===== src/rtl/instr_fetch_pkg.sv =====
// Shared constants and types for the instruction fetch stage.
package instr_fetch_pkg;

   localparam logic [31:0] NOP_INSTR_DEFAULT = 32'hE1A0_0000;  // MOV r0,r0
   localparam logic [31:0] PC_STEP           = 32'd4;

   // Fetch FSM encodings
   localparam logic [1:0] S_IDLE  = 2'd0;
   localparam logic [1:0] S_REQ   = 2'd1;
   localparam logic [1:0] S_DRAIN = 2'd2;

   // One buffered fetch: address and the word read from it
   typedef struct packed {
      logic [31:0] pc;
      logic [31:0] instr;
   } fetch_entry_t;

   function automatic logic [31:0] word_align(input logic [31:0] addr);
      return {addr[31:2], 2'b00};
   endfunction

endpackage


===== src/rtl/instr_fetch_if.sv =====
// Instruction memory read channel: req/addr out, ack/rdata back.
interface instr_fetch_if;

   logic        imem_req;
   logic [31:0] imem_addr;
   logic        imem_ack;
   logic [31:0] imem_rdata;

   modport master (
      output imem_req,
      output imem_addr,
      input  imem_ack,
      input  imem_rdata
   );

   modport slave (
      input  imem_req,
      input  imem_addr,
      output imem_ack,
      output imem_rdata
   );

endinterface


===== src/rtl/instr_fetch_fifo.sv =====
// Small synchronous FIFO of {pc, instr} fetch entries with flush.
module instr_fetch_fifo
   import instr_fetch_pkg::*;
#(
   parameter int unsigned DEPTH = 2
) (
   input  logic                           clk,
   input  logic                           rst_n,
   input  logic                           push,
   input  fetch_entry_t                   wdata,
   input  logic                           pop,
   input  logic                           flush,
   output fetch_entry_t                   rdata,
   output logic                           full,
   output logic                           empty,
   output logic [$clog2(DEPTH+1)-1:0]     count
);

   localparam int unsigned PTR_W = (DEPTH > 1) ? $clog2(DEPTH) : 1;
   localparam int unsigned CNT_W = $clog2(DEPTH + 1);

   fetch_entry_t     mem_q [DEPTH];
   fetch_entry_t     mem_d [DEPTH];
   logic [PTR_W-1:0] wr_ptr_q, wr_ptr_d;
   logic [PTR_W-1:0] rd_ptr_q, rd_ptr_d;
   logic [CNT_W-1:0] count_q, count_d;
   logic             do_pop;

   function automatic logic [PTR_W-1:0] ptr_inc(input logic [PTR_W-1:0] ptr);
      return (ptr == PTR_W'(DEPTH - 1)) ? '0 : ptr + PTR_W'(1);
   endfunction

   assign full  = (count_q == CNT_W'(DEPTH));
   assign empty = (count_q == '0);
   assign count = count_q;
   assign rdata = mem_q[rd_ptr_q];
   assign do_pop = pop && !empty;

   // Next-state for storage, pointers and occupancy; flush wins over push/pop
   always_comb begin
      mem_d    = mem_q;
      wr_ptr_d = wr_ptr_q;
      rd_ptr_d = rd_ptr_q;
      count_d  = count_q;
      if (flush) begin
         wr_ptr_d = '0;
         rd_ptr_d = '0;
         count_d  = '0;
      end else begin
         if (push) begin
            mem_d[wr_ptr_q] = wdata;
            wr_ptr_d        = ptr_inc(wr_ptr_q);
         end
         if (do_pop) begin
            rd_ptr_d = ptr_inc(rd_ptr_q);
         end
         count_d = count_q + CNT_W'(push) - CNT_W'(do_pop);
      end
   end

   // FIFO state registers
   always_ff @(posedge clk or negedge rst_n) begin
      if (!rst_n) begin
         for (int i = 0; i < int'(DEPTH); i++) begin
            mem_q[i] <= '0;
         end
         wr_ptr_q <= '0;
         rd_ptr_q <= '0;
         count_q  <= '0;
      end else begin
         mem_q    <= mem_d;
         wr_ptr_q <= wr_ptr_d;
         rd_ptr_q <= rd_ptr_d;
         count_q  <= count_d;
      end
   end

endmodule


===== src/rtl/instr_fetch.sv =====
// Instruction fetch stage: PC/request FSM, fetch buffer and registered decoder output.
module instr_fetch
   import instr_fetch_pkg::*;
#(
   parameter logic [31:0] RESET_PC   = 32'h0000_0000,
   parameter logic [31:0] NOP_INSTR  = NOP_INSTR_DEFAULT,
   parameter int unsigned FIFO_DEPTH = 2
) (
   input  logic                clk,
   input  logic                rst_n,
   input  logic                stall_if,
   input  logic                branch_valid,
   input  logic [31:0]         branch_target,
   instr_fetch_if.master       imem,
   output logic [31:0]         instruction,
   output logic                instr_valid,
   output logic [31:0]         pc_out
);

   localparam int unsigned CNT_W = $clog2(FIFO_DEPTH + 1);

   logic [1:0]       state_q, state_d;
   logic [31:0]      fetch_pc_q, fetch_pc_d;
   logic [31:0]      target_q, target_d;
   logic [31:0]      instr_q, instr_d;
   logic             valid_q, valid_d;
   logic [31:0]      pc_q, pc_d;

   logic             req_gate;
   logic             req_ack;
   logic             fetch_done;
   logic [31:0]      branch_pc;
   logic             fifo_push, fifo_pop, fifo_full, fifo_empty;
   logic [CNT_W-1:0] fifo_count;
   fetch_entry_t     fifo_wdata, fifo_rdata;

   // Only request when the returning word is guaranteed a FIFO slot
   assign req_gate  = (32'(fifo_count) + 32'd1) <= FIFO_DEPTH;
   assign branch_pc = word_align(branch_target);

   // Memory request: drain must keep req up until the pending ack arrives
   always_comb begin
      imem.imem_req  = ((state_q == S_REQ) && req_gate) || (state_q == S_DRAIN);
      imem.imem_addr = fetch_pc_q;
   end

   assign req_ack    = imem.imem_req && imem.imem_ack;
   assign fifo_push  = fetch_done && !fifo_full;
   assign fifo_wdata = '{pc: fetch_pc_q, instr: imem.imem_rdata};

   // Fetch FSM and PC/target next-state
   always_comb begin
      state_d    = state_q;
      fetch_pc_d = fetch_pc_q;
      target_d   = target_q;
      fetch_done = 1'b0;
      case (state_q)
         S_IDLE: begin
            state_d = S_REQ;
            if (branch_valid) fetch_pc_d = branch_pc;
         end
         S_REQ: begin
            if (branch_valid) begin
               if (imem.imem_req && !imem.imem_ack) begin
                  // Request already visible to memory; wait for its ack, then redirect
                  state_d  = S_DRAIN;
                  target_d = branch_pc;
               end else begin
                  fetch_pc_d = branch_pc;
               end
            end else if (req_ack) begin
               fetch_done = 1'b1;
               fetch_pc_d = fetch_pc_q + PC_STEP;
            end
         end
         S_DRAIN: begin
            if (branch_valid) target_d = branch_pc;
            if (req_ack) begin
               state_d    = S_REQ;
               fetch_pc_d = branch_valid ? branch_pc : target_q;
            end
         end
         default: state_d = S_IDLE;
      endcase
   end

   // Output register: branch flushes even under stall, stall holds, else pop or bubble
   always_comb begin
      instr_d  = instr_q;
      valid_d  = valid_q;
      pc_d     = pc_q;
      fifo_pop = 1'b0;
      if (branch_valid) begin
         instr_d = NOP_INSTR;
         valid_d = 1'b0;
      end else if (!stall_if) begin
         if (!fifo_empty) begin
            fifo_pop = 1'b1;
            instr_d  = fifo_rdata.instr;
            pc_d     = fifo_rdata.pc;
            valid_d  = 1'b1;
         end else begin
            instr_d = NOP_INSTR;
            valid_d = 1'b0;
         end
      end
   end

   // Fetch control and output state registers
   always_ff @(posedge clk or negedge rst_n) begin
      if (!rst_n) begin
         state_q    <= S_IDLE;
         fetch_pc_q <= RESET_PC;
         target_q   <= RESET_PC;
         instr_q    <= NOP_INSTR;
         valid_q    <= 1'b0;
         pc_q       <= RESET_PC;
      end else begin
         state_q    <= state_d;
         fetch_pc_q <= fetch_pc_d;
         target_q   <= target_d;
         instr_q    <= instr_d;
         valid_q    <= valid_d;
         pc_q       <= pc_d;
      end
   end

   assign instruction = instr_q;
   assign instr_valid = valid_q;
   assign pc_out      = pc_q;

   instr_fetch_fifo #(
      .DEPTH (FIFO_DEPTH)
   ) u_fifo (
      .clk   (clk),
      .rst_n (rst_n),
      .push  (fifo_push),
      .wdata (fifo_wdata),
      .pop   (fifo_pop),
      .flush (branch_valid),
      .rdata (fifo_rdata),
      .full  (fifo_full),
      .empty (fifo_empty),
      .count (fifo_count)
   );

   // Request gating must make an ack into a full buffer impossible
   push_when_full_a : assert property (@(posedge clk) disable iff (!rst_n)
      !(fetch_done && fifo_full));

endmodule

===== src/flat_wrapper.sv =====
// flat-port wrapper written by rule: the top's interface ports become plain ports
module instr_fetch_flat import instr_fetch_pkg::*;
#(
   parameter logic [31:0] RESET_PC   = 32'h0000_0000,
   parameter logic [31:0] NOP_INSTR  = NOP_INSTR_DEFAULT,
   parameter int unsigned FIFO_DEPTH = 2
)
  (clk, rst_n, stall_if, branch_valid, branch_target, instruction, instr_valid, pc_out, imem_imem_req, imem_imem_addr, imem_imem_ack, imem_imem_rdata);
  instr_fetch_if imem_i ();
  input  logic clk;
  input  logic rst_n;
  input  logic stall_if;
  input  logic branch_valid;
  input  logic [31:0] branch_target;
  output logic [31:0] instruction;
  output logic instr_valid;
  output logic [31:0] pc_out;
  output wire logic [$bits(imem_i.imem_req)-1:0] imem_imem_req;
  output wire logic [$bits(imem_i.imem_addr)-1:0] imem_imem_addr;
  input wire logic [$bits(imem_i.imem_ack)-1:0] imem_imem_ack;
  input wire logic [$bits(imem_i.imem_rdata)-1:0] imem_imem_rdata;
  assign imem_imem_req = imem_i.imem_req;
  assign imem_imem_addr = imem_i.imem_addr;
  assign imem_i.imem_ack = imem_imem_ack;
  assign imem_i.imem_rdata = imem_imem_rdata;
  instr_fetch #(.RESET_PC(RESET_PC), .NOP_INSTR(NOP_INSTR), .FIFO_DEPTH(FIFO_DEPTH)) u_core (.clk(clk), .rst_n(rst_n), .stall_if(stall_if), .branch_valid(branch_valid), .branch_target(branch_target), .imem(imem_i), .instruction(instruction), .instr_valid(instr_valid), .pc_out(pc_out));
endmodule

===== config.mk =====
export PLATFORM = sky130hd
export DESIGN_NAME = instr_fetch_flat
export DESIGN_NICKNAME = d
export VERILOG_FILES = /design/src/rtl/instr_fetch_pkg.sv /design/src/rtl/instr_fetch_if.sv /design/src/rtl/instr_fetch_fifo.sv /design/src/rtl/instr_fetch.sv /design/src/flat_wrapper.sv
export SDC_FILE = /design/constraint.sdc
export NUM_CORES = 1
export LEC_CHECK = 0
export ABC_AREA = 1
export CAP_MARGIN = 10
export CORE_MARGIN = 4
export CORE_UTILIZATION = 50
export CTS_CLUSTER_SIZE = 24
export DETAILED_ROUTE_END_ITERATION = 16
export DONT_BUFFER_PORTS = 1
export GPL_TIMING_DRIVEN = 0
export PLACE_DENSITY = 0.61
export SLEW_MARGIN = 5
export SYNTH_ARGS = -nofsm -noshare
export SYNTH_HDL_FRONTEND = slang
export SYNTH_SLANG_ARGS = --single-unit

===== constraint.sdc =====
create_clock -name clk -period 2.9 [get_ports clk]
set_input_delay 0.435 -clock clk [delete_from_list [all_inputs] [get_ports clk]]
set_output_delay 0.435 -clock clk [all_outputs]
set_load 0.005 [all_outputs]

After elaboration in Yosys (flattened, before gate mapping) --
Cells that the tools add are included.
Cells by class: $add $sub $neg 6, order comparisons 4, eq/ne operators 10, multiplexer cells 38, bitwise gates (word level) 5, reduce and logical (&&, ||, !) cells 21
Operator list (count):
- 2-to-1 mux 32 bit | 11
- 2-to-1 mux 64 bit | 4
- bitwise mux 128 bit | 1
- case mux 32 bit (3 select lines) | 1
- demux 64 bit (select 1 bit) | 1
- case mux 32 bit (2 select lines) | 1
- adder 32 x 3 -> 32 bit, second input constant | 1
- <= comparator 32 x 2 -> 1 bit, second input constant | 1
- 2-to-1 mux 1 bit | 14
- AND reduction 3 bit | 3
- 2-to-1 mux 2 bit | 4
- logical AND 1 bit | 6
- != test 2 bit, second input constant | 3
- case mux 2 bit (3 select lines) | 1
- nonzero test 2 bit | 3
- AND reduction 5 bit | 1
- equality test 2 bit, second input constant | 2
- greater-or-equal comparator 2 bit, second input constant | 2
- logical NOT 2 bit | 2
- != test 2 x 1 -> 1 bit, second input constant | 2
- inverter 1 -> 2 bit | 2
- adder 2 x 1 -> 3 bit, second input constant | 1
- logical NOT 1 bit | 3
- != test 3 x 2 -> 1 bit, second input constant | 1
- other kinds (10) | 13
Storage, ports and cells: flip-flop bits (word level) 263, bits of input ports 69, output and inout bits 98, logic and storage cells 97

Logic depth before layout (Yosys ltp) --
Gate-level depths: netlist of the first run.
word-level depth 12, depth in mapped cells 14, gate-level depth less buffers 14

Cells and area by module --
A second synthesis of the first run with hierarchy kept.
Second synthesis, totals: cell total of the unflattened synthesis 1540, area, all modules 12923.6 µm²
By module, submodules not included:
- instr_fetch | times used 1, cells an instance 825, area an instance 6593.8 µm², seq. area each 3285.7 µm²
- instr_fetch_fifo | times used 1, cells an instance 715, area an instance 6329.8 µm², seq. area each 3303.2 µm²

Worst setup path before layout of the first run --
OpenSTA, ideal clock, no wires.
path kind register -> register, start point register u_core.state_q[1], end point register u_core.target_q[19], setup time 0.125 ns, arrival 1.924 ns, data required time 2.775 ns, slack 0.851 ns, stages on the path, launching flop included 11, buffers on the path 1, period minus slack after synthesis 2.049 ns, cells stage by stage dfrtp_1 > inv_1 > ha_1 > inv_2 > o21ai_2 > nand2_1 > nand2_1 > nand3_2 > nor2_4 > buf_6 > mux2_2
On the way: word-level cells in the longest chain between the ends 6, elaborated cells on any way between the ends 10, those cells by class eq/ne: 4; mux: 1; reduce/logical: 5
Ends and longest elaborated chain:
- start, declared | RTL line instr_fetch.sv:22 | logic [1:0] state_q, state_d;
- start signal, assigned | RTL line instr_fetch.sv:119 | state_q <= state_d;
- equality test 2 x 1 -> 1 bit | RTL line instr_fetch.sv:43 | imem.imem_req = ((state_q == S_REQ) && req_gate) || (state_q == S_DRAIN);
- logical AND 1 bit | RTL line instr_fetch.sv:43
- logical OR 1 bit * | RTL line instr_fetch.sv:43
- via imem_imem_req | RTL line flat_wrapper.sv:18 | output wire logic [$bits(imem_i.imem_req)-1:0] imem_imem_req;
- logical AND 1 bit * | RTL line instr_fetch.sv:64 | if (imem.imem_req && !imem.imem_ack) begin
- != test 2 bit (no source line) *
- AND reduction 3 bit (no source line) *
- end signal, assigned | RTL line instr_fetch.sv:121 | target_q <= target_d;
- end, declared | RTL line instr_fetch.sv:24 | logic [31:0] target_q, target_d;
The timed path passes the listed nets; every way through them passes the cells marked *. A chain may end at the register's enable or synchronous reset.

Worst setup path in the final report of the first run --
start point register u_core.state_q[1], end point register u_core.target_q[18]
Same word-level chain as after synthesis.

==> impl_metrics.json, run 1 <==
{
  "swShare": 0.3883,
  "setup_violations": 0,
  "cts_root_buf": "sky130_fd_sc_hd__clkbuf_16",
  "synth.lib_cells_used.distinct": 39,
  "routed-via-count": 9634,
  "cts_tree": "built",
  "grt_first_pass_wirelength_um": 52550,
  "synthArstFlopShare": 1.000,
  "worst-path-max-fanout": 10,
  "post_synth_instance_area_mm2": 0.01196,
  "drt.antenna.violating_nets": 0,
  "floorplan.initialDensity": 0.5096,
  "worst-setup-path-type": "flop to flop",
  "multi_input_area_mm2": 0.004581,
  "comb_power_share": 0.328,
  "peakVddDrop_mv": 1.030,
  "post-cts-setup-buffers": 0,
  "route.detailed.wl_per_inst_um": 18.74,
  "synth.avg_cell_area_um2": 8.496,
  "share_seq_of_total_power": 0.427,
  "power.switching_uw": 5482,
  "yosysSeqAreaShare": 0.5508,
  "max_slew.worst_pin.slew_ns": 0.8299,
  "dp_hpwl_um": 23730,
  "grt_most_used_layer": "met2",
  "finalClockSkew_ns": 0.009887,
  "dpl-instance-area_mm2": 0.01236,
  "critPathArrivalTime_ns": 3.06,
  "clk_pin_slew_ns": 0.06,
  "die_width_um": 162.7,
  "grt_pass1_vias": 9328,
  "total_power_uw": 14120,
  "global_route.overflow_total": 0,
  "drc_violations_left": 0,
  "clock_sinks": 263,
  "nNetsFinal": 1521,
  "cell_internal_pwr_uw": 8635,
  "finalHoldViolations": 263,
  "floorplan.die_area_mm2": 0.02646,
  "yosysWarnings": 0,
  "gp_routability_congestion": 0.9255,
  "clock_tree.buffer_depth": 3,
  "rsz_0062_raised_after_global_routing": "no",
  "slew_headroom": 0.4467,
  "fin_setup_tns_ns": 0,
  "power_frac_clock": 0.245,
  "number_of_cell_rows": 56,
  "cp.required_ns": 3.32,
  "hold_path_class": "primary input to async pin",
  "drt-pass1-iter-count": 6,
  "max_cap_viols": 0,
  "totalWireLength_um": 33470,
  "violations": "negative hold slack",
  "fin_crit_ns": 2.644,
  "grt_util_all_layers": 0.2500,
  "gr-usage-met2": 0.4077,
  "viasPerCell": 5.394,
  "power_density_over_the_cells_mw_per_mm2": 1060,
  "fp.coreArea_mm2": 0.02347,
  "globalRouteMet1Util": 0.3378,
  "total_of_fill_cells_in_the_finished_design": 2187,
  "synthToLayoutAreaGrowth_pct": 11.35,
  "period_utilization_post_route": 0.9118,
  "synth_seq_cells": 263,
  "grt_max_degree": 264,
  "numPortBuffers": 0,
  "dieHeight_um": 162.7,
  "max_clock_freq_mhz": 378.2,
  "maxSlewViolCount": 0,
  "power.static_leakage_uw": 0.006127,
  "synth_cells": 1408,
  "io_pins": 167,
  "post-route-cell-area_mm2": 0.01332,
  "synth-edff-count": 0,
  "drtIter0Drc": 759,
  "grt_antenna_before_repair": 0,
  "register_area_mm2": 0.006589,
  "grt.met3_usage": 0.05644,
  "critical_path.endpoint_type": "flop",
  "dominantRegCellSynth": "sky130_fd_sc_hd__dfrtp_1",
  "run_status": "complete, but fails checks",
  "worstSetupStartpointType": "flop",
  "clock_latency_ns": 0.54,
  "ctsHtreeMaxLevel": 1,
  "tritoncts.num_buffers": 29,
  "layout-drive-gt1-share": 0.06203,
  "hold_slack_ns": -0.4061,
  "antenna_cells_inserted": 0,
  "syn_nets": 1484
}
what timing repair did:
| action | in CTS | in global routing |
|---|---|---|
| gates resized for setup | 0 | 3 |
| setup endpoints to repair | 0 | 6 |
| hold buffers | 5 | 1 |
| endpoints found under the hold margin | 268 | 264 |
power groups by stage:
stage | sequential [uW] | clock, uW | combinational (uW)
6_report | 6030 | 3460 | 4630
5_1_grt | 6200 | 3680 | 5250
4_1_cts | 6030 | 3510 | 4620
3_5_place_dp | 6090 | 0 | 4590
3_3_place_gp | 6050 | 0 | 4510
2_1_floorplan | 5700 | 0 | 3440
cell type report:
type                            count  area share
Buffer                             78     0.02846
Clock buffer                       45     0.06350
Clock inverter                      8    0.003757
Inverter                          111     0.03128
Multi-Input combinational cell    956      0.3439
Sequential cell                   263      0.4946
Tap cell                          319     0.02996
Timing Repair Buffer                6    0.004509
per-stage QoR:
step                      instances  hold WS, ns  utilization  worst slack, ns
after floorplan                1408       0.1394            -           0.8511
after global placement         1727       0.1464       0.5267           0.1894
after detailed placement       1727       0.1488       0.5267           0.1501
after CTS                      1785      -0.4244       0.5670           0.1517
after global routing           1786      -0.4371       0.5675          0.07501
final                          1786      -0.4061       0.5675           0.2558
cell usage in the layout (no fill, tap or decap), types with 5 or more instances in the layout:
cell type and count:
sky130_fd_sc_hd__clkbuf_16 29, sky130_fd_sc_hd__mux2i_1 26, sky130_fd_sc_hd__nand3_1 24, sky130_fd_sc_hd__buf_1 5
sky130_fd_sc_hd__o21ai_0 148, sky130_fd_sc_hd__inv_1 109, sky130_fd_sc_hd__a221oi_1 13, sky130_fd_sc_hd__ha_1 7
sky130_fd_sc_hd__a21oi_1 29, sky130_fd_sc_hd__a31oi_1 38, sky130_fd_sc_hd__buf_2 13, sky130_fd_sc_hd__xor2_1 9
sky130_fd_sc_hd__clkbuf_8 6, sky130_fd_sc_hd__nand2_1 426, sky130_fd_sc_hd__o21ai_1 67, sky130_fd_sc_hd__mux2_2 7
sky130_fd_sc_hd__dfrtp_1 257, sky130_fd_sc_hd__mux2_1 6, sky130_fd_sc_hd__nor2_1 128, sky130_fd_sc_hd__dfstp_2 6
sky130_fd_sc_hd__clkbuf_1 58, sky130_fd_sc_hd__buf_6 8, sky130_fd_sc_hd__clkinv_2 5, sky130_fd_sc_hd__dlygate4sd3_1 6
sky130_fd_sc_hd__o211ai_1 5
worst max-delay path, stage by stage, from the launching register on:
cell and delay, ns:
sky130_fd_sc_hd__dfrtp_1 0.40, sky130_fd_sc_hd__inv_1 0.11, sky130_fd_sc_hd__ha_1 0.32, sky130_fd_sc_hd__inv_2 0.12, sky130_fd_sc_hd__o21ai_2 0.35, sky130_fd_sc_hd__nand2_1 0.12, sky130_fd_sc_hd__nand2_1 0.11, sky130_fd_sc_hd__nand3_2 0.12
sky130_fd_sc_hd__nor2_4 0.30, sky130_fd_sc_hd__buf_6 0.22, sky130_fd_sc_hd__mux2_1 0.34
cells by family after synthesis:
| group | count (synthesis) | share of synthesized area |
|---|---|---|
| adder cells (fa/ha/maj) | 7 | 0.007321 |
| XOR/XNOR | 10 | 0.007322 |
| buffers and inverters | 189 | 0.06631 |
| AO/OA/AOI/OAI | 314 | 0.1436 |
| multiplexers | 39 | 0.03399 |
| flip-flops | 263 | 0.5508 |
| AND/OR/NAND/NOR | 586 | 0.1907 |
sequential cells by signal, summed over array words and instances, names as in the netlist:
signal,flops
u_core.imem.imem_addr,32
u_core.instr_valid,1
u_core.instruction,32
u_core.pc_out,32
u_core.state_q,2
u_core.target_q,32
u_core.u_fifo.count,2
u_core.u_fifo.mem_q,128
u_core.u_fifo.rd_ptr_q,1
u_core.u_fifo.wr_ptr_q,1
synthesized netlist by cell type, types with 2 or more instances:
| master | instances | area, um2 |
|---|---|---|
| sky130_fd_sc_hd__o21ai_1 | 67 | 335.3 |
| sky130_fd_sc_hd__nand2_1 | 426 | 1599 |
| sky130_fd_sc_hd__nor2_1 | 128 | 480.5 |
| sky130_fd_sc_hd__ha_1 | 7 | 87.58 |
| sky130_fd_sc_hd__nand3_1 | 24 | 120.1 |
| sky130_fd_sc_hd__buf_1 | 6 | 22.52 |
| sky130_fd_sc_hd__nor2_4 | 2 | 22.52 |
| sky130_fd_sc_hd__buf_6 | 8 | 90.09 |
| sky130_fd_sc_hd__dfrtp_1 | 257 | 6431 |
| sky130_fd_sc_hd__inv_2 | 2 | 7.510 |
| sky130_fd_sc_hd__xor2_1 | 9 | 78.83 |
| sky130_fd_sc_hd__buf_2 | 13 | 65.06 |
| sky130_fd_sc_hd__a221oi_1 | 13 | 113.9 |
| sky130_fd_sc_hd__a22oi_1 | 4 | 30.03 |
| sky130_fd_sc_hd__inv_1 | 109 | 409.1 |
| sky130_fd_sc_hd__buf_4 | 2 | 15.01 |
| sky130_fd_sc_hd__dfstp_2 | 6 | 157.7 |
| sky130_fd_sc_hd__clkbuf_1 | 49 | 183.9 |
| sky130_fd_sc_hd__a31oi_1 | 38 | 237.7 |
| sky130_fd_sc_hd__a21oi_1 | 29 | 145.1 |
| sky130_fd_sc_hd__mux2i_1 | 26 | 260.3 |
| sky130_fd_sc_hd__mux2_2 | 7 | 78.83 |
| sky130_fd_sc_hd__o21ai_0 | 148 | 740.7 |
| sky130_fd_sc_hd__o211ai_1 | 5 | 37.54 |
| sky130_fd_sc_hd__mux2_1 | 6 | 67.56 |
| sky130_fd_sc_hd__o22ai_1 | 4 | 25.02 |
worst paths after layout:
kind / slack (ns) / endpoint / cells after the start / from
max in group asynchronous: 2.89 / u_core.instruction[24] / 0 / rst_n
min in group clk: 0.02 / u_core.target_q[30] / 2 / branch_target[30]
setup reg to reg: 0.26 / u_core.target_q[18] / 10 / u_core.state_q[1]
hold reg to reg: 0.48 / u_core.u_fifo.mem_q[17] / 2 / u_core.u_fifo.mem_q[17]
setup / recovery: 0.26 / u_core.target_q[18] / 10 / u_core.state_q[1]
hold / removal: -0.41 / u_core.instruction[10] / 0 / rst_n
per-layer routing:
| metal | vias to the layer above | routed length, um | share of wire |
|---|---|---|---|
| met5 | - | 0 | 0 |
| met4 | 0 | 965 | 0.029 |
| met3 | 50 | 2544 | 0.076 |
| met2 | 291 | 15690 | 0.47 |
| met1 | 4632 | 14270 | 0.43 |
| li1 | 4661 | - | - |
Power figures use the tool's default switching activity.
==> run 2: changes to the inputs <==
--- a/config.mk
+++ b/config.mk
@@ -5,15 +5,15 @@
 export SDC_FILE = /design/constraint.sdc
 export NUM_CORES = 1
 export LEC_CHECK = 0
-export ABC_AREA = 1
 export CAP_MARGIN = 10
+export CORE_ASPECT_RATIO = 1.4
 export CORE_MARGIN = 4
 export CORE_UTILIZATION = 50
 export CTS_CLUSTER_SIZE = 24
 export DETAILED_ROUTE_END_ITERATION = 16
 export DONT_BUFFER_PORTS = 1
 export GPL_TIMING_DRIVEN = 0
-export PLACE_DENSITY = 0.61
+export PLACE_DENSITY = 0.64
 export SLEW_MARGIN = 5
 export SYNTH_ARGS = -nofsm -noshare
 export SYNTH_HDL_FRONTEND = slang
==> constraint.sdc (replaced) <==
create_clock -name clk -period 2.3 [get_ports clk]
set_input_delay 0.345 -clock clk [delete_from_list [all_inputs] [get_ports clk]]
set_output_delay 0.345 -clock clk [all_outputs]
set_load 0.005 [all_outputs]
==> run 2 against run 1 <==
  * The run still ends with negative hold slack left
  * Register-to-register slack got worse by 0.24 ns
  * Critical path depth is 1 lower
  * Clock skew up 0.0015 ns
  * Core utilization increased by 5.2 points
  * Synthesized cell count fell by 28%
  * Fmax rose by 16%
  * Die area down 0.67%
  * Routed wire length fell by 5.6%
  * Largest cell class unchanged
==> impl_metrics.json, run 2 <==
{
  "dieHeight_um": 190.3,
  "totalWireLength_um": 31600,
  "crit_path_top_delay_cell": "sky130_fd_sc_hd__dfrtp_1",
  "clk_pin_slew_ns": 0.06,
  "final.setup.worst_slack_ns": 0.01845,
  "place_ws_ns": -0.7559,
  "cp.required_ns": 2.70,
  "syn_nets": 1092,
  "cts_tree": "built",
  "synthArstFlopShare": 1.000,
  "hold_slack_ns": -0.4864,
  "swShare": 0.3439,
  "route.detailed.wl_per_inst_um": 21.79,
  "setup_violations": 0,
  "grt_util_all_layers": 0.2359,
  "largest_register_ffs": 128,
  "synth.lib_cells_used.distinct": 60,
  "max_slew.worst_pin.slew_ns": 0.8177,
  "dpl-instance-area_mm2": 0.01226,
  "critPathArrivalTime_ns": 2.68,
  "power.static_leakage_uw": 0.006331,
  "slew_headroom": 0.4549,
  "comb_power_share": 0.349,
  "run_status": "complete, but fails checks",
  "synth_common_cells": "sky130_fd_sc_hd__dfrtp_1, sky130_fd_sc_hd__o21ai_0, sky130_fd_sc_hd__mux2_2, sky130_fd_sc_hd__nand2_1, sky130_fd_sc_hd__mux2i_1",
  "path_cells": "inv_2 -> ha_4 -> nand2b_4 -> buf_6 -> or3_4 -> or2_4 -> clkbuf_16 -> buf_12 -> mux2_1",
  "gp_routability_congestion": 0.8996,
  "cts_hold_bufs": 62,
  "yosysSeqAreaShare": 0.5554,
  "synthToLayoutAreaGrowth_pct": 21.56,
  "clock_tree.buffer_depth": 3,
  "post-route-cell-area_mm2": 0.01442,
  "global_route.overflow_total": 0,
  "tritoncts.num_buffers": 26,
  "synth-edff-count": 0,
  "dominantRegCellSynth": "sky130_fd_sc_hd__dfrtp_1",
  "drt-pass1-iter-count": 6,
  "die_width_um": 138.2,
  "yosysTopAreaCellShare": 0.5421,
  "fin_crit_ns": 2.282,
  "synthDominantAreaCellType": "sky130_fd_sc_hd__dfrtp_1",
  "cell_internal_pwr_uw": 12340,
  "routed-via-count": 8569,
  "grt_max_degree": 264,
  "path_buf_inv": 4,
  "top_register": "u_core.u_fifo.mem_q",
  "viasPerCell": 5.910,
  "dp_hpwl_um": 21580,
  "floorplan.initialDensity": 0.5094,
  "drtIter0Drc": 520,
  "max_cap_viols": 0,
  "layout-drive-gt1-share": 0.2325,
  "max_clock_freq_mhz": 438.3,
  "worstSetupStartpointType": "flop",
  "synth_area_leaders": "sky130_fd_sc_hd__dfrtp_1, sky130_fd_sc_hd__mux2_2, sky130_fd_sc_hd__mux2_1",
  "post_synth_instance_area_mm2": 0.01186,
  "io_pins": 167,
  "floorplan.die_area_mm2": 0.02629,
  "synth.avg_cell_area_um2": 11.68,
  "drc_violations_left": 0,
  "cts_root_buf": "sky130_fd_sc_hd__clkbuf_16",
  "fp.coreArea_mm2": 0.02329,
  "power.switching_uw": 6467,
  "ctsHtreeMaxLevel": 1,
  "rsz_0062_raised_after_global_routing": "yes",
  "path_delay_family": "simple AND/OR/NAND/NOR gates",
  "power_frac_clock": 0.251,
  "yosysWarnings": 0,
  "maxSlewViolCount": 0,
  "synth_cells": 1016,
  "clock_latency_ns": 0.53,
  "total_of_fill_cells_in_the_finished_design": 1910,
  "clock_sinks": 263,
  "period_utilization_post_route": 0.9920,
  "finalClockSkew_ns": 0.01142,
  "numPortBuffers": 0,
  "drt.antenna.violating_nets": 0,
  "antenna_cells_inserted": 0,
  "grt_antenna_before_repair": 0,
  "grt_first_pass_wirelength_um": 49620,
  "synth_most_common_cell": "sky130_fd_sc_hd__dfrtp_1",
  "grt_pass1_vias": 8763,
  "mostFrequentLayoutCell": "sky130_fd_sc_hd__dfrtp_1",
  "worst-path-max-fanout": 10,
  "critical_path.max_stage_delay_ns": 0.42,
  "power_density_over_the_cells_mw_per_mm2": 1304,
  "nNetsFinal": 1200,
  "hold_path_class": "primary input to async pin",
  "violations": "negative hold slack",
  "finalHoldViolations": 263,
  "worst-setup-path-type": "flop to flop",
  "highest_count_cells_in_the_layout_ignoring_fill_and_taps": "sky130_fd_sc_hd__dfrtp_1, sky130_fd_sc_hd__o21ai_0, sky130_fd_sc_hd__mux2_2",
  "peakVddDrop_mv": 1.125,
  "number_of_cell_rows": 66,
  "share_seq_of_total_power": 0.401,
  "critical_path.endpoint_type": "flop",
  "synth_seq_cells": 263
}
run 2: changes by cell type after synthesis, sizes merged, moves of 13 or more:
cell / previous run / this run
o21ai: 216 / 111
nand4: 0 / 13
mux2: 13 / 158
mux2i: 26 / 66
nor2: 131 / 40
a31oi: 38 / 8
nand2: 426 / 89
inv: 111 / 16
run 2: cell type report:
class                   count  area, um2  area share
clock buffers              43      845.8     0.05866
well taps                 306      382.9     0.02655
multi-input cells         661       5079      0.3522
inverters                  16      60.06    0.004165
repair buffers             84      808.3     0.05605
flip-flops and latches    263       6596      0.4574
plain buffers              72      520.5     0.03610
clock inverters             5      127.6    0.008850
run 2: worst paths after layout:
check	start	endpoint	slack [ns]	cells after the start
min reg2reg	u_core.u_fifo.mem_q[42]	u_core.u_fifo.mem_q[42]	0.49	1
max	u_core.state_q[1]	u_core.u_fifo.mem_q[16]	0.02	9
min in group clk	branch_target[4]	u_core.imem.imem_addr[4]	0.01	2
min	rst_n	u_core.instruction[8]	-0.49	0
max reg2reg	u_core.state_q[1]	u_core.u_fifo.mem_q[16]	0.02	9
max in group asynchronous	rst_n	u_core.instruction[24]	2.41	0
run 2: per-layer routing:
| metal | wire, um | vias to the layer above | global-route usage |
|---|---|---|---|
| met2 | 15800 | 306 | 0.4100 |
| met3 | 2260 | 83 | 0.05494 |
| met4 | 1212 | 0 | 0.08897 |
| met5 | 0 | - | 0 |
| li1 | - | 3897 | - |
| met1 | 12330 | 4283 | 0.2871 |
run 2: through the flow:
stage	util	cells	TNS, ns	hold WS (ns)	power [uW]
after floorplan	-	1016	0	0.04941	11390
after global placement	0.5263	1322	-82.00	0.05603	13100
after detailed placement	0.5263	1322	-81.66	0.05775	13250
after CTS	0.6085	1443	0	-0.5019	18550
after global routing	0.6192	1450	-2.384	-0.5100	19900
final	0.6192	1450	0	-0.4864	18800
run 2: worst register-to-register path, stage by stage, from the launching register on:
cell and delay [ns]:
sky130_fd_sc_hd__dfrtp_1 0.42, sky130_fd_sc_hd__inv_2 0.10, sky130_fd_sc_hd__ha_4 0.15, sky130_fd_sc_hd__nand2b_4 0.05, sky130_fd_sc_hd__buf_6 0.11, sky130_fd_sc_hd__or3_4 0.42, sky130_fd_sc_hd__or2_4 0.28, sky130_fd_sc_hd__clkbuf_16 0.17
sky130_fd_sc_hd__buf_12 0.15, sky130_fd_sc_hd__mux2_1 0.31
run 2: kinds of logic (layout without fill, tap and decap cells):
kind of cell,count (synthesis),count (layout),synth area share
DFF,263,263,0.5554
buffers and inverters,92,220,0.03122
adders and majority gates,7,7,0.007383
and+or+nand+nor,212,212,0.08480
xor gates and xnor gates,5,5,0.003691
AOI/OAI and AO/OA,213,213,0.1118
muxes,224,224,0.2057
run 2: power groups by stage:
stage	Clock (uW)	Combinational, uW	Sequential (uW)
floorplan	0	4310	7080
detailed placement	0	5650	7600
global route	5030	7140	7730
global placement	0	5550	7550
finish	4710	6560	7540
CTS	4810	6210	7530
run 2: timing repair:
| item | CTS | global route |
|---|---|---|
| cloned | 0 | 1 |
| endpoints found under the setup margin | 205 | 194 |
| endpoints found under the hold margin | 362 | 263 |
| resized for setup | 88 | 63 |
| buffers inserted | 15 | 6 |
| pin swaps | 3 | 3 |
==> run 3: changes to the inputs <==
--- a/config.mk
+++ b/config.mk
@@ -7,7 +7,7 @@
 export LEC_CHECK = 0
 export CAP_MARGIN = 10
 export CORE_ASPECT_RATIO = 1.4
-export CORE_MARGIN = 4
+export CORE_MARGIN = 3
 export CORE_UTILIZATION = 50
 export CTS_CLUSTER_SIZE = 24
 export DETAILED_ROUTE_END_ITERATION = 16
==> run 3 against run 2 <==
  * The flow still finishes with violations (negative hold slack)
  * Routed wire length rose by 1.6%
  * Sequential power hardly changed
  * Worst hold slack worse by 0.0032 ns
  * Sequential share of layout area up 0.14 points
  * Sequential cell count unchanged
  * Fmax is 1.0% higher
  * Critical endpoint is now u_core.u_fifo.mem_q[56]
  * Cell count is 0.14% lower
  * Register-to-register slack improved by 0.02 ns
==> impl_metrics.json, run 3 (synthesis gave the netlist of run 2 again) <==
{
  "largest_register_ffs": 128,
  "top_register": "u_core.u_fifo.mem_q",
  "clock_sinks": 263,
  "power.static_leakage_uw": 0.006260,
  "gp_routability_congestion": 0.9379,
  "synthToLayoutAreaGrowth_pct": 21.19,
  "drt-pass1-iter-count": 6,
  "total_power_uw": 18940,
  "finalClockSkew_ns": 0.01299,
  "max_cap_viols": 0,
  "power_density_over_the_cells_mw_per_mm2": 1318,
  "critPathArrivalTime_ns": 2.66,
  "maxSlewViolCount": 0,
  "io_pins": 167,
  "post-route-cell-area_mm2": 0.01438,
  "max_clock_freq_mhz": 442.9,
  "finalNonFillerCells": 1448,
  "dp_hpwl_um": 21680,
  "cts_hold_bufs": 62,
  "fp.coreArea_mm2": 0.02329,
  "setup_violations": 0,
  "numPortBuffers": 0,
  "grt_antenna_before_repair": 0,
  "total_of_fill_cells_in_the_finished_design": 1943,
  "path_cells": "inv_2 -> ha_4 -> nand2b_1 -> buf_6 -> or3_4 -> or2_4 -> buf_8 -> buf_6 -> mux2_1",
  "worstSetupEndpoint": "u_core.u_fifo.mem_q[56]",
  "viasPerCell": 5.931,
  "crit-reg2reg-launch": "u_core.state_q[1]",
  "clk_pin_slew_ns": 0.07,
  "dieHeight_um": 188.3,
  "ctsHtreeMaxLevel": 1,
  "critical_path.endpoint_type": "flop",
  "routed-via-count": 8588,
  "max_slew.worst_pin.slew_ns": 0.7860,
  "path_buf_inv": 4,
  "r2r_setup_slack_ns": 0.04,
  "finalHoldViolations": 263,
  "r2r-end": "u_core.u_fifo.mem_q[56]",
  "clock_latency_ns": 0.53,
  "dpl-instance-area_mm2": 0.01226,
  "grt_max_degree": 264,
  "cp-startpoint": "u_core.state_q[1]",
  "antenna_cells_inserted": 0,
  "grt_pass1_vias": 9054,
  "run_status": "complete, but fails checks",
  "worst-path-max-fanout": 10,
  "drt.antenna.violating_nets": 0,
  "number_of_cell_rows": 66,
  "grt_util_all_layers": 0.2480,
  "totalWireLength_um": 32110,
  "mostFrequentLayoutCell": "sky130_fd_sc_hd__dfrtp_1",
  "floorplan.die_area_mm2": 0.02564,
  "layout.core_utilization": 0.6173,
  "worst-path-stages": 9,
  "grt_first_pass_wirelength_um": 50160,
  "place.detailed.instances": 1322,
  "period_utilization_post_route": 0.9818,
  "worst-setup-path-type": "flop to flop",
  "peakVddDrop_mv": 1.088,
  "slew_headroom": 0.4760,
  "critical_path.max_stage_delay_ns": 0.43,
  "tritoncts.num_buffers": 26,
  "critical_path.most_common_cell": "sky130_fd_sc_hd__buf_6",
  "rr_worst_depth": 9,
  "hold_slack_ns": -0.4896,
  "layout-drive-gt1-share": 0.2277,
  "clock_tree.buffer_depth": 3,
  "drtIter0Drc": 446,
  "crit_path_top_delay_cell": "sky130_fd_sc_hd__or3_4",
  "nNetsFinal": 1198,
  "worstSetupStartpointType": "flop",
  "violations": "negative hold slack",
  "drc_violations_left": 0,
  "die_width_um": 136.2,
  "route.detailed.wl_per_inst_um": 22.17,
  "cp.required_ns": 2.70,
  "path_delay_family": "simple AND/OR/NAND/NOR gates",
  "fin_crit_ns": 2.258,
  "cts_root_buf": "sky130_fd_sc_hd__clkbuf_16",
  "hold_path_class": "primary input to async pin",
  "global_route.overflow_total": 0,
  "floorplan.initialDensity": 0.5094,
  "cts_tree": "built",
  "highest_count_cells_in_the_layout_ignoring_fill_and_taps": "sky130_fd_sc_hd__dfrtp_1, sky130_fd_sc_hd__o21ai_0, sky130_fd_sc_hd__mux2_2"
}
-- run 3: power breakdown --
part	internal, uW	total [uW]	leakage (uW)	switching (uW)
clock	2720	4510	0.000455	1790
sequential	6220	7540	0.00341	1320
combinational	3380	6880	0.00240	3510
total	12300	18900	0.00626	6620
-- run 3: cell type report --
class,count,area [um2],area share
plain buffers,72,503.0,0.03499
clock buffers,32,734.5,0.05109
clock inverters,16,191.4,0.01332
inverters,16,63.81,0.004439
multi-input cells,661,5056,0.3517
flip-flops and latches,263,6596,0.4588
well taps,306,382.9,0.02663
repair buffers,82,848.3,0.05901
-- run 3: routing by layer --
metal / part of all wire / track usage
met3: 0.069 / 0.05155
met1: 0.38 / 0.2974
met4: 0.039 / 0.08999
met5: 0 / 0
met2: 0.51 / 0.4372
-- run 3: how the worst min path moves through the flow --
stage	slack, ns	endpoint	start	depth (start not counted)
after detailed placement	0.06	u_core.u_fifo.mem_q[75]	rst_n	0
after global routing	-0.51	u_core.u_fifo.mem_q[75]	rst_n	0
after global placement	0.06	u_core.u_fifo.mem_q[11]	rst_n	0
final	-0.49	u_core.pc_out[1]	rst_n	0
after CTS	-0.51	u_core.u_fifo.mem_q[9]	rst_n	0
after floorplan	0.05	u_core.imem.imem_addr[0]	rst_n	0
-- run 3: through the flow --
| stage | setup TNS (ns) | setup slack, ns |
|---|---|---|
| after CTS | 0 | 0.01211 |
| after global routing | -0.001349 | -0.001349 |
| after global placement | -79.10 | -0.6988 |
| after floorplan | 0 | 0.006160 |
| after detailed placement | -81.89 | -0.7001 |
| final | 0 | 0.04191 |
-- run 3: what timing repair did --
action                                  4_1_cts  5_1_grt
endpoints found under the setup margin      210      133
gates resized for setup                      89       48
pin swaps                                     4        8
setup buffers                                12        6
hold endpoints to repair                    364      263
gates cloned                                  0        2
